### src/rtl/irq_collector_pkg.sv
// Shared constants for the CP0 interrupt front end: line numbering and a width helper.
// Build option IRQ_FILTER_EN (glitch filter) is consumed by irq_line.
package irq_collector_pkg;

  localparam int IRQ_LINES   = 30;
  localparam int IRQ_LINE_LO = 1;
  localparam int IRQ_LINE_HI = IRQ_LINE_LO + IRQ_LINES - 1;

  // Bits needed to count 0..n-1, never less than one.
  function automatic int get_width(input int n);
    int w;
    w = 1;
    while ((1 << w) < n) w++;
    return w;
  endfunction

endpackage

### src/rtl/irq_line.sv
// One IRQ line: synchroniser, optional glitch filter (IRQ_FILTER_EN), edge/level classify, pending, lost.
// Output is registered; sync latency SYNC_STAGES cycles (+FILTER_CYCLES with the filter), no backpressure.
module irq_line
  import irq_collector_pkg::*;
#(
  parameter bit IS_EDGE       = 1'b0,
  parameter int SYNC_STAGES   = 2,
  parameter int FILTER_CYCLES = 16
) (
  input  logic clk,
  input  logic rst_n,
  input  logic irq_i,
  input  logic mask_i,
  input  logic lost_clr_i,
  output logic ir_map_o,
  output logic level_o,
  output logic lost_o
);

  logic [SYNC_STAGES-1:0] sync_q;
  logic                   sync_out;
  logic                   lvl;
  logic                   lprev_q;
  logic                   pend_q, pend_d;
  logic                   map_q, map_d;
  logic                   lost_q, lost_d;
  logic                   rise;

  assign sync_out = sync_q[SYNC_STAGES-1];

`ifdef IRQ_FILTER_EN
  localparam int CW = get_width(FILTER_CYCLES);
  logic [CW-1:0] cnt_q;
  logic          lvl_q;

  // A changed level is only accepted after FILTER_CYCLES consecutive disagreeing samples.
  always_ff @(posedge clk) begin
    if (!rst_n) begin
      cnt_q <= '0;
      lvl_q <= 1'b0;
    end else if (sync_out != lvl_q) begin
      if (cnt_q == CW'(FILTER_CYCLES - 1)) begin
        lvl_q <= sync_out;
        cnt_q <= '0;
      end else begin
        cnt_q <= cnt_q + 1'b1;
      end
    end else begin
      cnt_q <= '0;
    end
  end

  assign lvl = lvl_q;
`else
  assign lvl = sync_out;
`endif

  assign rise = lvl & ~lprev_q;

  always_comb begin
    map_d  = 1'b0;
    pend_d = 1'b0;
    lost_d = lost_q & ~lost_clr_i;
    if (IS_EDGE) begin
      // A rise landing on an already-pending event is merged into it and flagged.
      map_d  = ~mask_i & (rise | pend_q);
      pend_d = mask_i & (rise | pend_q);
      if (rise && pend_q) lost_d = 1'b1;
    end else begin
      map_d = lvl & ~mask_i;
    end
  end

  always_ff @(posedge clk) begin
    if (!rst_n) begin
      sync_q  <= '0;
      lprev_q <= 1'b0;
      pend_q  <= 1'b0;
      map_q   <= 1'b0;
      lost_q  <= 1'b0;
    end else begin
      sync_q  <= {sync_q[SYNC_STAGES-2:0], irq_i};
      lprev_q <= lvl;
      pend_q  <= pend_d;
      map_q   <= map_d;
      lost_q  <= lost_d;
    end
  end

  assign ir_map_o = map_q;
  assign level_o  = lvl;
  assign lost_o   = lost_q;

endmodule

### src/rtl/irq_collector.sv
// Conditions 30 async device IRQs [30:1] into registered ir_map for CP0; no handshake, sampled every cycle.
// Build option IRQ_FILTER_EN adds a per-line glitch filter of FILTER_CYCLES cycles.
module irq_collector
  import irq_collector_pkg::*;
#(
  parameter logic [IRQ_LINES-1:0] EDGE_MASK = '0,
  parameter int                   SYNC_STAGES   = 2,
  parameter int                   FILTER_CYCLES = 16
) (
  input  logic                          clk,
  input  logic                          rst_n,
  input  logic [IRQ_LINE_HI:IRQ_LINE_LO] irq_in,
  input  logic [IRQ_LINE_HI:IRQ_LINE_LO] irq_mask,
  input  logic [IRQ_LINE_HI:IRQ_LINE_LO] lost_clr,
  output logic [IRQ_LINE_HI:IRQ_LINE_LO] ir_map,
  output logic [IRQ_LINE_HI:IRQ_LINE_LO] irq_level,
  output logic [IRQ_LINE_HI:IRQ_LINE_LO] irq_lost
);

  for (genvar i = IRQ_LINE_LO; i <= IRQ_LINE_HI; i++) begin : g_line
    irq_line #(
      .IS_EDGE      (EDGE_MASK[i-IRQ_LINE_LO]),
      .SYNC_STAGES  (SYNC_STAGES),
      .FILTER_CYCLES(FILTER_CYCLES)
    ) u_line (
      .clk       (clk),
      .rst_n     (rst_n),
      .irq_i     (irq_in[i]),
      .mask_i    (irq_mask[i]),
      .lost_clr_i(lost_clr[i]),
      .ir_map_o  (ir_map[i]),
      .level_o   (irq_level[i]),
      .lost_o    (irq_lost[i])
    );
  end

endmodule

### config.mk
export PLATFORM = sky130hd
export DESIGN_NAME = irq_collector
export DESIGN_NICKNAME = d
export VERILOG_FILES = /design/src/rtl/irq_collector_pkg.sv /design/src/rtl/irq_line.sv /design/src/rtl/irq_collector.sv
export SDC_FILE = /design/constraint.sdc
export NUM_CORES = 1
export LEC_CHECK = 0
export ABC_AREA = 1
export BUFFER_PORTS_ARGS = -buffer_cell sky130_fd_sc_hd__clkbuf_2
export CORE_MARGIN = 1.5
export CORE_UTILIZATION = 30
export DETAILED_ROUTE_END_ITERATION = 6
export HOLD_SLACK_MARGIN = 0.08
export PLACE_DENSITY_LB_ADDON = 0.15
export REMOVE_ABC_BUFFERS = 1
export SLEW_MARGIN = 20
export SYNTH_ARGS = -nofsm -noshare
export SYNTH_HDL_FRONTEND = slang
export SYNTH_HIERARCHICAL = 1
export SYNTH_SLANG_ARGS = --single-unit
### constraint.sdc
create_clock -name clk -period 0.8 [get_ports clk]
set_clock_uncertainty 0.15 [all_clocks]
set_input_delay 0.12 -clock clk [delete_from_list [all_inputs] [get_ports clk]]
set_output_delay 0.12 -clock clk [all_outputs]
set_load 0.01 [all_outputs]
; ---- Yosys cells after proc, flatten, opt, wreduce, memory -nomap -nowiden
; Index checks and enable logic that the tools add are counted.
[classes]
bitwise_logic = 120
[ops]
columns = operator, n
row1 = $and A1 B1 Y1, 60
row2 = $not A1 Y1, 60
[totals]
reg_bits = 120
wordCells = 210
inputBits = 92

; ---- Logic depth before layout (Yosys ltp)
[depth]
depth_word = 2
mapped_depth = 2
ltp_nobuf = 2

; ---- By module
; Netlist, hierarchy kept.
[by_module_without_submodules]
columns = module, n_inst, cells_each, area_each_um2
row1 = irq_line, 30, 12, 110.1

; ---- Least setup slack after synthesis
; Ideal clock, no wire load.
[synth_timing]
path_type = register to register
startpoint = reg g_line[10].u_line.sync_q[1]
endpoint = reg g_line[10].u_line.map_q
t_arrival_ps = 474
required_ps = 586
slack_ps = 112
path_buffers = 0
path_stages_with_launch = 3
path_cell_list = dfxtp_1 -> nand2_1 -> nor2_1
[synth_between]
elab_chain_cells = 1
[synth_rtl]
columns = item, line_no
row1 = start: declaration, irq_line.sv:20  ; logic [SYNC_STAGES-1:0] sync_q;
row2 = start signal: assignment, irq_line.sv:82  ; sync_q <= {sync_q[SYNC_STAGES-2:0], irq_i};
row3 = $and A1 B1 Y1, irq_line.sv:70  ; map_d = lvl & ~mask_i;
row4 = end signal: assignment, irq_line.sv:85  ; map_q <= map_d;
row5 = end: declaration, irq_line.sv:25  ; logic map_q, map_d;
; Every way passes these cells.
; A chain may end at the register's enable or synchronous reset.

; ---- Worst setup path in the final report
[layout_timing]
startpoint = reg g_line[3].u_line.lost_q
endpoint = out irq_lost[3] in the netlist's numbering
[layout_rtl]
columns = item, line_no
row1 = start: declaration, irq_line.sv:26  ; logic lost_q, lost_d;
row2 = start signal: assignment, irq_line.sv:86  ; lost_q <= lost_d;
row3 = end: declaration, irq_collector.sv:17  ; output logic [IRQ_LINE_HI:IRQ_LINE_LO] irq_lost
; No word-level cell between the ends.

==> flow_metrics.py <==
metrics = {
    "status": {
        "status": "finished, violations left",
        "violations": "hold timing, setup timing",
    },
    "timing": {
        "timing_max_transition_violations_final": 0,
        "hold_viol_final": 120,
        "rsz0062_at_grt": "true",
        "setup_slack_ns": -0.4336,
        "min_period_over_period_pct": 154.2,
        "max_freq_mhz": 810.7,
        "layout_min_cycle_time_ns": 1.234,
        "fin_worst_hold_slack_ns": -0.1169,
        "worstMarginPinSlew_ns": 0.2929,
        "setup-violations-final": 91,
        "relSlewSlack_pct": 80.48,
        "final.setup.tns_ns": -36.86,
    },
    "synthesis": {
        "synth_edf_count": 0,
        "synth-seq-cells": 120,
        "synthesis.area_um2": 3303,
        "avgSynthCellArea_um2": 9.175,
        "netlist-cell-type-count": 4,
        "synth_warnings": 6,
        "portion_of_the_post_synthesis_area_used_by_sequential_elements_pct": 72.73,
        "synth_top_area_share_pct": 72.73,
        "synth-main-ff-cell": "dfxtp_1",
        "ys_async_sr_fraction_pct": 0,
        "synth_top_area_cells": "dfxtp_1 73%, nand2_1 14%, inv_1 6.8%",
        "cell_types_with_the_highest_counts_after_synthesis": "120 x dfxtp_1, 120 x nand2_1, 60 x inv_1, 60 x nor2_1",
        "synth_area_leader": "dfxtp_1",
        "syn-instance-count": 360,
    },
    "global_route": {
        "grt_start_max_net_pins": 52,
        "global_route_wire_length_before_repair_um": 12040,
        "first_global_vias": 2892,
        "grt.overflow.total": 0,
        "grt_antenna_before_repair": 0,
        "grt.total_usage_pct": 13.62,
    },
    "layout": {
        "antenna_cells_inserted": 0,
        "fillCellCount": 869,
        "sequential_cell_area_um2": 2490,
        "nets": 752,
        "drive_gt1_share_pct": 43.68,
        "area_of_combinational_cells_with_multiple_inputs_um2": 693.2,
        "area_delta_synth_final_pct": 98.18,
    },
    "worst_setup_path": {
        "crit_cells": 1,
        "critPathArrivalTime_ns": 0.96,
        "critPathKind": "flop to primary output",
        "timing.critical_path.max_delay_family": "flip-flops",
        "crit_slowest_cell": "dfxtp_2",
        "worst_stage_delay_on_the_critical_path_ns": 0.34,
        "ordered_list_of_cells_on_the_worst_path": "buf_6",
        "critical_path.n_buffers_inverters": 1,
        "critical_path.reg2reg.startpoint": "g_line[16].u_line/lost_o$_SDFF_PN0_",
        "ff2ff_path_depth": 3,
        "max_fo_critical_path": 2,
        "r2r-end": "g_line[16].u_line/lost_o$_SDFF_PN0_",
        "reg2reg_setup_slack_ns": -0.02,
        "critical_path.endpoint_type": "primary output",
        "crit_path_start_kind": "flop",
        "worstPathRequired_ns": 0.53,
    },
    "clocking": {
        "clock_insertion_delay_worst_skew_ns": 0.51,
        "clk_pin_slew_ns": 0.06,
        "cts-hold-fix-buffers": 90,
        "root_buffer": "clkbuf_8",
        "cts_htree_levels": 4,
        "clk_path_buf_depth": 2,
        "clock-sinks": 120,
        "cts_tree": "done",
        "cts-buffers-inserted": 17,
    },
    "placement": {
        "detailedPlacementHpwl_um": 4637,
        "io_buffer_count": 181,
        "place_congestion": 0.6652,
    },
    "route": {
        "avgViaCountPerCell": 3.861,
        "route.detailed.wl_per_inst_um": 10.42,
        "via_count": 3139,
        "drt-total-wl_um": 8470,
        "drt_iter0_drc": 86,
        "remaining_drc_errors": 0,
        "drt_pre_antenna_iters": 4,
        "route.antenna.remaining_nets": 0,
    },
    "min_path": {
        "holdCritStartpoint": "rst_n",
        "worstHoldPathCells": 4,
        "end_point_of_the_most_critical_hold_path": "g_line[28].u_line/sync_q[1]$_SDFF_PN0_",
        "min-delay-path-class": "input port to flop",
    },
    "floorplanning": {
        "start_util_pct": 30.61,
        "design.die.area_um2": 11650,
        "pin_count": 182,
        "die_x_um": 107.9,
        "core_area_um2": 10790,
        "die-height_um": 107.9,
        "std_cell_rows": 38,
    },
    "power": {
        "power_leakage_uw": 0.003451,
        "p_total_uw": 14780,
        "powerDensity_nw_per_um2": 2258,
        "worst_ir_drop_vdd_v": 0.001309,
    },
    "run": {
        "drv_cap": 0,
    },
}
[layout by cell type, fill, tap and decap left out]
| master | count |
|---|---|
| nand2_1 | 118 |
| clkbuf_2 | 91 |
| dlygate4sd3_1 | 90 |
| dfxtp_2 | 70 |
| buf_6 | 67 |
| inv_1 | 60 |
| nor2_1 | 59 |
| dfxtp_1 | 50 |
| buf_2 | 19 |
| clkbuf_16 | 16 |
| buf_4 | 8 |
| clkinv_2 | 6 |
| clkbuf_8 | 5 |
| buf_8 | 4 |
| bufinv_16 | 3 |
| clkbuf_1 | 2 |
| buf_12 | 2 |
| nand2_4 | 1 |
| nor2_4 | 1 |
| nand2_2 | 1 |
[kinds of logic after synthesis]
kind of cell | after synthesis | synth area share [%]
buffers and inverters | 60 | 6.818
AND/OR/NAND/NOR | 180 | 20.45
flip-flops | 120 | 72.73
[layer usage]
layer / up-vias / part of all wire [%] / track usage [%]
met5: - / 0 / 0
met4: 0 / 2.4 / 7.613
met3: 20 / 8.4 / 6.811
met2: 122 / 51 / 22.84
met1: 1360 / 38 / 13.81
li1: 1637 / - / -
[where the power goes]
part | switching [uW] | internal [uW]
sequential | 69.4 | 6160
combinational | 378 | 664
clock | 2470 | 5040
[worst max path at each step]
stage | from | to
5_1_grt | g_line[3].u_line/lost_o$_SDFF_PN0_ | irq_lost[3]
4_1_cts | g_line[7].u_line/sync_q[1]$_SDFF_PN0_ | irq_level[7]
3_3_place_gp | rst_n | g_line[9].u_line/ir_map_o$_SDFF_PN0_
6_report | g_line[3].u_line/lost_o$_SDFF_PN0_ | irq_lost[3]
3_5_place_dp | rst_n | g_line[16].u_line/lost_o$_SDFF_PN0_
2_1_floorplan | g_line[10].u_line/sync_q[1]$_SDFF_PN0_ | g_line[10].u_line/ir_map_o$_SDFF_PN0_
[metrics by stage]
step	cells	utilization [%]	area (um^2)	hold WS [ns]	setup slack [ns]
6_report	813	60.65	6546	-0.1169	-0.4336
5_1_grt	813	60.65	6546	-0.1108	-0.4868
4_1_cts	810	56.27	6073	-0.1371	-0.4753
3_5_place_dp	685	41.15	4442	0.1276	-0.1304
3_3_place_gp	685	41.15	4442	0.1254	-0.07911
2_1_floorplan	360	-	3303	0.04151	0.1118
[repair_timing]
item	in CTS	in global routing
setup buffers	3	4
pin swaps	0	1
setup endpoints to repair	90	91
resized for setup	65	171
endpoints found under the hold margin	120	120
[flip-flops by register name (all words and copies together), names as in the netlist]
signal,count
g_line.u_line/ir_map_o,30
g_line.u_line/sync_q,60
g_line.u_line/lost_o,30
[layout make-up]
type | instances | area share (%)
Sequential cell | 120 | 38.04
Clock inverter | 9 | 1.835
Timing Repair Buffer | 281 | 36.14
Multi-Input combinational cell | 180 | 10.59
Tap cell | 140 | 2.676
Clock buffer | 23 | 7.282
Inverter | 60 | 3.440
No activity file was read; power rests on OpenSTA's default activity.
